`src/rtl/mesi_isc_pkg.sv`:
```
// Shared definitions for the MESI intersection controller broadcast path.
// Arbiter FSM encoding, broadcast type codes and the CPU count.
package mesi_isc_pkg;

  localparam int CPU_COUNT = 4;

  localparam logic [1:0] BROAD_TYPE_RD = 2'd0;
  localparam logic [1:0] BROAD_TYPE_WR = 2'd1;

  typedef enum logic [0:0] {
    ARB_IDLE   = 1'b0,
    ARB_SETTLE = 1'b1
  } arb_state_e;

endpackage

```
`src/rtl/mesi_isc_rr_sel4.sv`:
```
// Combinational 4-way round-robin pick: scans upward from last_i+1 (mod 4)
// and reports the first valid index.
module mesi_isc_rr_sel4 (
  input  logic [3:0] valid_i,
  input  logic [1:0] last_i,
  output logic       found_o,
  output logic [1:0] idx_o
);

  logic [1:0] cand;

  always_comb begin
    found_o = 1'b0;
    idx_o   = last_i;
    cand    = last_i;
    // Offset 4 wraps to last_i itself, so the previous winner is tried last.
    for (int i = 1; i <= 4; i++) begin
      cand = last_i + i[1:0];
      if (!found_o && valid_i[cand]) begin
        found_o = 1'b1;
        idx_o   = cand;
      end
    end
  end

endmodule

```
`src/rtl/mesi_isc_breq_arbiter.sv`:
```
// Round-robin arbiter feeding four per-CPU breq FIFO heads into the single
// broadcast FIFO, stamping each accepted entry with a rolling broadcast ID.
//
//  state      | meaning
//  ARB_IDLE   | grant allowed when a head is valid and the FIFO is not full
//  ARB_SETTLE | one-cycle gap so head valids and the full flag catch up
module mesi_isc_breq_arbiter
  import mesi_isc_pkg::*;
#(
  parameter int ADDR_WIDTH       = 32,
  parameter int BROAD_TYPE_WIDTH = 2,
  parameter int BROAD_ID_WIDTH   = 5
) (
  input  logic                          clk,
  input  logic                          rst,
  input  logic [3:0]                    req_valid_array_i,
  input  logic [4*BROAD_TYPE_WIDTH-1:0] req_type_array_i,
  input  logic [4*ADDR_WIDTH-1:0]       req_addr_array_i,
  input  logic                          broad_fifo_status_full_i,
  output logic [3:0]                    req_pop_array_o,
  output logic                          broad_fifo_wr_o,
  output logic [ADDR_WIDTH-1:0]         broad_addr_o,
  output logic [BROAD_TYPE_WIDTH-1:0]   broad_type_o,
  output logic [1:0]                    broad_cpu_id_o,
  output logic [BROAD_ID_WIDTH-1:0]     broad_id_o
);

  arb_state_e                  state_q, state_d;
  logic [1:0]                  last_grant_q, last_grant_d;
  logic [BROAD_ID_WIDTH-1:0]   id_cnt_q, id_cnt_d;
  logic [BROAD_ID_WIDTH-1:0]   id_q, id_d;
  logic [ADDR_WIDTH-1:0]       addr_q, addr_d;
  logic [BROAD_TYPE_WIDTH-1:0] type_q, type_d;
  logic [1:0]                  cpu_id_q, cpu_id_d;
  logic                        wr_q, wr_d;
  logic [3:0]                  pop_q, pop_d;

  logic                        sel_found;
  logic [1:0]                  sel_idx;
  logic [ADDR_WIDTH-1:0]       win_addr;
  logic [BROAD_TYPE_WIDTH-1:0] win_type;

  mesi_isc_rr_sel4 u_rr_sel4 (
    .valid_i (req_valid_array_i),
    .last_i  (last_grant_q),
    .found_o (sel_found),
    .idx_o   (sel_idx)
  );

  always_comb begin
    win_addr = '0;
    win_type = '0;
    for (int i = 0; i < CPU_COUNT; i++) begin
      if (sel_idx == i[1:0]) begin
        win_addr = req_addr_array_i[i*ADDR_WIDTH +: ADDR_WIDTH];
        win_type = req_type_array_i[i*BROAD_TYPE_WIDTH +: BROAD_TYPE_WIDTH];
      end
    end
  end

  always_comb begin
    state_d      = state_q;
    last_grant_d = last_grant_q;
    id_cnt_d     = id_cnt_q;
    id_d         = id_q;
    addr_d       = addr_q;
    type_d       = type_q;
    cpu_id_d     = cpu_id_q;
    wr_d         = 1'b0;
    pop_d        = 4'b0000;
    case (state_q)
      ARB_IDLE: begin
        // Full is only looked at here; SETTLE hides it for one cycle.
        if (sel_found && !broad_fifo_status_full_i) begin
          addr_d       = win_addr;
          type_d       = win_type;
          cpu_id_d     = sel_idx;
          id_d         = id_cnt_q;
          id_cnt_d     = id_cnt_q + BROAD_ID_WIDTH'(1);
          last_grant_d = sel_idx;
          wr_d         = 1'b1;
          pop_d        = 4'b0001 << sel_idx;
          state_d      = ARB_SETTLE;
        end
      end
      ARB_SETTLE: state_d = ARB_IDLE;
      default:    state_d = ARB_IDLE;
    endcase
  end

  always_ff @(posedge clk) begin
    if (rst) begin
      state_q      <= ARB_IDLE;
      last_grant_q <= 2'd3;
      id_cnt_q     <= '0;
      id_q         <= '0;
      addr_q       <= '0;
      type_q       <= '0;
      cpu_id_q     <= '0;
      wr_q         <= 1'b0;
      pop_q        <= 4'b0000;
    end else begin
      state_q      <= state_d;
      last_grant_q <= last_grant_d;
      id_cnt_q     <= id_cnt_d;
      id_q         <= id_d;
      addr_q       <= addr_d;
      type_q       <= type_d;
      cpu_id_q     <= cpu_id_d;
      wr_q         <= wr_d;
      pop_q        <= pop_d;
    end
  end

  assign req_pop_array_o = pop_q;
  assign broad_fifo_wr_o = wr_q;
  assign broad_addr_o    = addr_q;
  assign broad_type_o    = type_q;
  assign broad_cpu_id_o  = cpu_id_q;
  assign broad_id_o      = id_q;

endmodule

```
`config.mk`:
```
export PLATFORM = sky130hd
export DESIGN_NAME = mesi_isc_breq_arbiter
export DESIGN_NICKNAME = d
export VERILOG_FILES = /design/src/rtl/mesi_isc_pkg.sv /design/src/rtl/mesi_isc_rr_sel4.sv /design/src/rtl/mesi_isc_breq_arbiter.sv
export SDC_FILE = /design/constraint.sdc
export NUM_CORES = 1
export LEC_CHECK = 0
export BUFFER_PORTS_ARGS = -buffer_cell sky130_fd_sc_hd__buf_2
export CAP_MARGIN = 5
export CORE_MARGIN = 2
export CORE_UTILIZATION = 42
export DETAILED_ROUTE_END_ITERATION = 8
export GPL_TIMING_DRIVEN = 0
export PLACE_DENSITY = 0.87
export SLEW_MARGIN = 20
export SYNTH_ARGS = -nofsm -noshare
export SYNTH_HDL_FRONTEND = slang
export SYNTH_SLANG_ARGS = --single-unit
```
`constraint.sdc`:
```
create_clock -name clk -period 2.1 [get_ports clk]
set_input_delay 0.21 -clock clk [delete_from_list [all_inputs] [get_ports clk]]
set_output_delay 0.21 -clock clk [all_outputs]
set_load 0.01 [all_outputs]
```
Word-level counts from Yosys, hierarchy flattened:

Cells that the tools add are included.
Widths: inputs -> output; s select.

* register bits: 54
* output and inout port bits: 46
* logic and storage cells: 61

* reduce and logical (&&, ||, !) cells: 12
* add/subtract/negate cells: 4
* equality and inequality tests: 3
* order comparisons: 4
* shift operators: 1
* bitwise gates (word level): 2
* mux-type cells: 26

Operators with widths (number)
* $mux 32: 4
* $mux 2: 8
* $lt 2x3->1 const B: 4
* $mux 1: 9
* $bmux 1 s2: 4
* $add 5x1->5 const B: 1
* $add 2x2->2 const B: 2
* $eq 2x2->1 const B: 2
* $logic_and 1x1->1: 4
* $logic_not 1->1: 4
* $shl 1x2->4 const A: 1
* $reduce_or 3->1: 1
* $add 2x1->2 const B: 1
* $eq 2x1->1 const B: 1
* $logic_not 2->1: 1
* $not 1->1: 2
* $pmux 1 s2: 1
* $reduce_and 2->1: 1
* $reduce_or 2->1: 1

Logic depth before layout (Yosys ltp):

* depth in word-level cells: 18
* depth in mapped cells: 7
* gate-level depth less buffers: 5

Cells and area by module:

A second synthesis with hierarchy kept.

* cell total of the unflattened synthesis: 277
* area total of the unflattened synthesis: 2708.8 um^2

By module, submodules not included
* mesi_isc_breq_arbiter: cells an instance 263, instances 1, area each 2626.3 um^2, seq. area each 1061.0 um^2
* mesi_isc_rr_sel4: cells an instance 14, instances 1, area each 82.6 um^2, seq. area each 0.0 um^2

Worst setup path before layout:

OpenSTA, ideal clock, no wires.

* path kind: register to register
* start: reg last_grant_q[1]
* end: reg addr_q[0] (netlist: broad_addr_o[0])
* required time: 2021 ps
* clock period less this slack: 1782 ps
* setup time: 79 ps
* stages on the path, launching flop included: 8
* path slack: 318 ps
* data arrival time: 1704 ps
* cells stage by stage: dfxtp_1 clkbuf_1 mux2i_1 nor2_1 or4b_1 buf_6 buf_8 o221ai_2

* word-level cells in the longest chain between the ends: 18
* elaborated cells on any way between the ends: 35

RTL lines
* from (decl): RTL line mesi_isc_breq_arbiter.sv:29 `logic [1:0] last_grant_q, last_grant_d;`
* from (signal assigned): RTL line mesi_isc_breq_arbiter.sv:104 `last_grant_q <= last_grant_d;`
* $add 2x1->2: RTL line mesi_isc_rr_sel4.sv:18 `cand = last_i + i[1:0];`
* $bmux 1 s2: RTL line mesi_isc_rr_sel4.sv:19 `if (!found_o && valid_i[cand]) begin`
* $mux 1 (implied by the code): RTL line mesi_isc_rr_sel4.sv:19
* $mux 1: RTL line mesi_isc_rr_sel4.sv:19
* $logic_not 1->1: RTL line mesi_isc_rr_sel4.sv:19
* $logic_and 1x1->1: RTL line mesi_isc_rr_sel4.sv:19
* $mux 1: RTL line mesi_isc_rr_sel4.sv:19
* $logic_not 1->1: RTL line mesi_isc_rr_sel4.sv:19
* $logic_and 1x1->1: RTL line mesi_isc_rr_sel4.sv:19
* $mux 1: RTL line mesi_isc_rr_sel4.sv:19
* $logic_not 1->1: RTL line mesi_isc_rr_sel4.sv:19
* $logic_and 1x1->1: RTL line mesi_isc_rr_sel4.sv:19
* $mux 2: RTL line mesi_isc_rr_sel4.sv:19
* $logic_not 2->1: RTL line mesi_isc_breq_arbiter.sv:54 `if (sel_idx == i[1:0]) begin`
* $mux 32 (4 in a row): RTL line mesi_isc_breq_arbiter.sv:54
* to (signal assigned): RTL line mesi_isc_breq_arbiter.sv:107 `addr_q <= addr_d;`
* to (decl): RTL line mesi_isc_breq_arbiter.sv:32 `logic [ADDR_WIDTH-1:0] addr_q, addr_d;`

Several ways; a longest one is shown, not always the timed one. The select of a mux whose other input is x is not followed.
A chain may end at the register's enable or synchronous reset.

Final worst setup path:

* start: reg last_grant_q[1]
* end: reg addr_q[4] (netlist: broad_addr_o[4])

Same word-level chain as after synthesis.

==> summary.txt <==
Routing
  – Detailed-router iteration count before antenna repair: 4
  – Residual DRC: 0
  – Antenna Nets Post-Route: 0
  – Routed length per instance: 15.2 microns
  – Wire length after detailed routing: 8.36 mm
  – Via count: 2,866
  – Via count normalized by instance count: 5.20
  – Iter 0 DRT Violations: 53

Layout
  – Final cell area excluding filler cells: 4070 sq um
  – Area growth from synthesis to final layout: 40.8%
  – # nets final: 614
  – Ant. Diodes: 0
  – Number of standard cells in the final layout excluding fillers: 551
  – Share of final-layout standard cells stronger than drive strength 1: 0.518

Global route
  – Global routing usage summed across all routing layers: 0.211
  – Sum of overflow across all layers after global routing: 0
  – Antenna violations before repair: 0
  – Maximum number of pins on one net before global-route repair: 17
  – Vias in the first global route: 2,755
  – Global-route wire length before repair: 12.6 mm

Clock tree
  – Cts bufs inserted: 5
  – Longest Clk Path Bufs: 2
  – Maximum level of the CTS H-tree: 2
  – Clk Tree Root Cell: clkbuf_8
  – Clock sinks: 53
  – Clk_lat worst skew: 0.31 ns
  – Clock tree from TritonCTS: done
  – Hold-fix buffers, CTS: 0
  – Clock edge transition at the registers on the reported setup and hold paths: 0.10 ns

Timing
  – Setup repair after global routing missed its margin: no
  – Final slew viol count: 0
  – Clock tree skew after final layout: 0.00846 ns
  – Upper clock frequency limit: 0.534 GHz
  – Min Tclk post-route: 1.87 ns
  – Final number of setup-violating endpoints: 0
  – Post-route worst hold slack: 0.203 ns
  – Hold violation total from the final report: 0
  – Actual transition at the worst max-transition pin: 0.527 ns
  – Worst slew slack as a fraction of its limit: 0.649
  – Final Cycle Share: 0.892

Placed design
  – Final weighted congestion in routability-driven placement: 0.808
  – Placed wire-length estimate after detailed placement: 6.74 mm
  – Port Buffers: 187
  – Cells after DPL: 544
  – Cell Area, Placed: 3930 sq um

Power and ir drop
  – Clk network pwr share: 0.291
  – Leakage power: 2.03 nW
  – Combinational power share: 0.298
  – P_sw: 0.000820 W
  – Sw Ratio: 0.293
  – Maximum vdd drop: 0.354 mV
  – Internal portion of total power: 0.00198 W
  – Part of the power in registers: 0.411
  – PD cells: 688 nW/um^2

Synth
  – Async set-reset flop share out of synthesis: 0
  – Post-Syn Area: 2890 sq um
  – Share of synthesized area occupied by flip-flops and latches: 0.367
  – Synth area leader: dfxtp_1
  – Top flip-flop cell by instance count after synthesis: dfxtp_1
  – Area share of the largest cell type after synthesis: 0.367
  – Distinct cell type count after synthesis: 37
  – Post-synth EDFFs: 0
  – Yosys warning total: 0
  – Syn Nets: 421
  – Cell types with the highest counts after synthesis: mux2i_1, dfxtp_1, nand2_1, o221ai_2, nor2_1
  – Top post-synthesis cells by area: dfxtp_1, mux2i_1, o221ai_2
  – Average instance area after synthesis: 10.4 sq um
  – Gate count of the mapped netlist: 277
  – Most repeated cell in the gate-level netlist after synthesis: mux2i_1
  – Number of synthesized register bits: 53

Floorplanning
  – Top-level port count: 189
  – Starting density of the core: 0.430
  – Area of the core region: 6720 sq um
  – Horizontal die dimension: 87.0 microns
  – FP Rows: 30
  – Die Footprint: 7560 sq um
  – Die Ht: 87.0 microns

Worst setup path
  – Crit-path max FO: 10
  – Slowest stage cell on the critical path: o31ai_4
  – Start point of the critical path: last_grant_q[1]
  – Delay contributed by the slowest stage of the critical path: 0.50 ns
  – Family of cells with the greatest summed delay on the critical path: compound AO/OA/AOI/OAI gates
  – Reg-to-reg startpoint: last_grant_q[1]
  – Worst path cell trace: mux2i_1, nor2_1, o31ai_4, buf_4, o221ai_2
  – Classification of the worst setup path: register to register
  – Buffers & Inverters on Critical Path: 1
  – Kind of start point of the critical path: register
  – Setup crit end kind: register
  – Data arrival time of the critical path: 2.06 ns
  – Required time reported for the critical path endpoint: 2.29 ns

Worst hold path
  – Launch point of the worst hold path: req_addr_array_i[18]
  – Classification of the worst-slack hold path: primary input to register

Run status
  – Result of the run: completed

Flow run
  – Number of maximum-capacitance constraint violations: 0
==> power by group through the flow <==
| stage | Sequential, W | Combinational, W | Clock [W] |
|---|---|---|---|
| after floorplan | 0.00121 | 0.000481 | 0 |
| after global placement | 0.00117 | 0.000814 | 0 |
| after detailed placement | 0.00117 | 0.000842 | 0 |
| after CTS | 0.00115 | 0.000843 | 0.000835 |
| after global routing | 0.00116 | 0.000906 | 0.000869 |
| final | 0.00115 | 0.000834 | 0.000814 |
==> area by class of cell <==
type	instances	area, sq um
clock buffer	5	68.8
sequential	53	1060
clock inverter	3	65.1
timing repair buffer	187	936
fill	587	2650
multi-input combinational	200	1670
buffer	22	169
tap	80	100
inverter	1	3.75
==> placed cells by master, fill, tap and decap left out, drive strengths merged <==
master,count
nand3b,1
mux2i,69
nand3,1
clkinv,1
xor2,3
nand4,2
bufinv,2
clkbuf,15
ha,1
o21bai,1
a31oi,1
nor4,1
a21oi,9
nand2,47
nor3,2
a211oi,1
nand2b,2
buf,199
o31ai,1
a21o,1
or4,1
and2,3
nor2,13
or2b,1
and3b,2
inv,1
dfxtp,53
o21ai,1
or4b,1
xnor2,1
o221ai,34
==> metal layers <==
layer	track usage	wire [microns]
met1	0.219	3300
met3	0.0455	543
met5	0	0
met4	0.0341	42
met2	0.429	4470
==> kinds of logic (layout without fill, tap and decap cells) <==
| group | Yosys count | in the layout | share of synthesized area |
|---|---|---|---|
| simple gates | 77 | 77 | 0.121 |
| fa+ha+maj | 1 | 1 | 0.00433 |
| xor+xnor | 4 | 4 | 0.0121 |
| mux | 69 | 69 | 0.239 |
| compound gates | 49 | 49 | 0.200 |
| flops | 53 | 53 | 0.367 |
| buf+inv | 24 | 218 | 0.0567 |
==> flip-flops by register name, summed over array words and instances, names as in the netlist <==
| name | flops |
|---|---|
| broad_addr_o | 32 |
| broad_id_o | 5 |
| id_cnt_q | 5 |
| req_pop_array_o | 4 |
| broad_cpu_id_o | 2 |
| broad_type_o | 2 |
| last_grant_q | 2 |
| state_q | 1 |
==> per-stage QoR <==
stage	total power, W	worst slack, ns	util	setup TNS (ns)
final	0.00280	0.228	0.606	0
after global routing	0.00294	0.0871	0.606	0
after CTS	0.00283	0.0707	0.604	0
after detailed placement	0.00201	-0.0186	0.584	-0.0339
after global placement	0.00198	0.0347	0.584	0
after floorplan	0.00169	0.318	-	0
==> tightest hold or removal path: stages <==
cell,delay [ns]
buf_2,0.07
mux2i_1,0.06
o221ai_1,0.13
==> repair_timing <==
action / 4_1_cts / 5_1_grt
setup buffers: 0 / 0
endpoints found under the hold margin: 0 / 0
gates resized for setup: 0 / 5
setup endpoints to repair: 0 / 29
==> worst paths after layout <==
path                      endpoint  slack (ns)  depth (start not counted)
hold / removal    broad_addr_o[18]        0.20                          3
hold reg to reg      broad_id_o[4]        0.46                          2
setup reg to reg   broad_addr_o[4]        0.23                          5
setup / recovery   broad_addr_o[4]        0.23                          5
No activity file was read; power rests on OpenSTA's default activity.
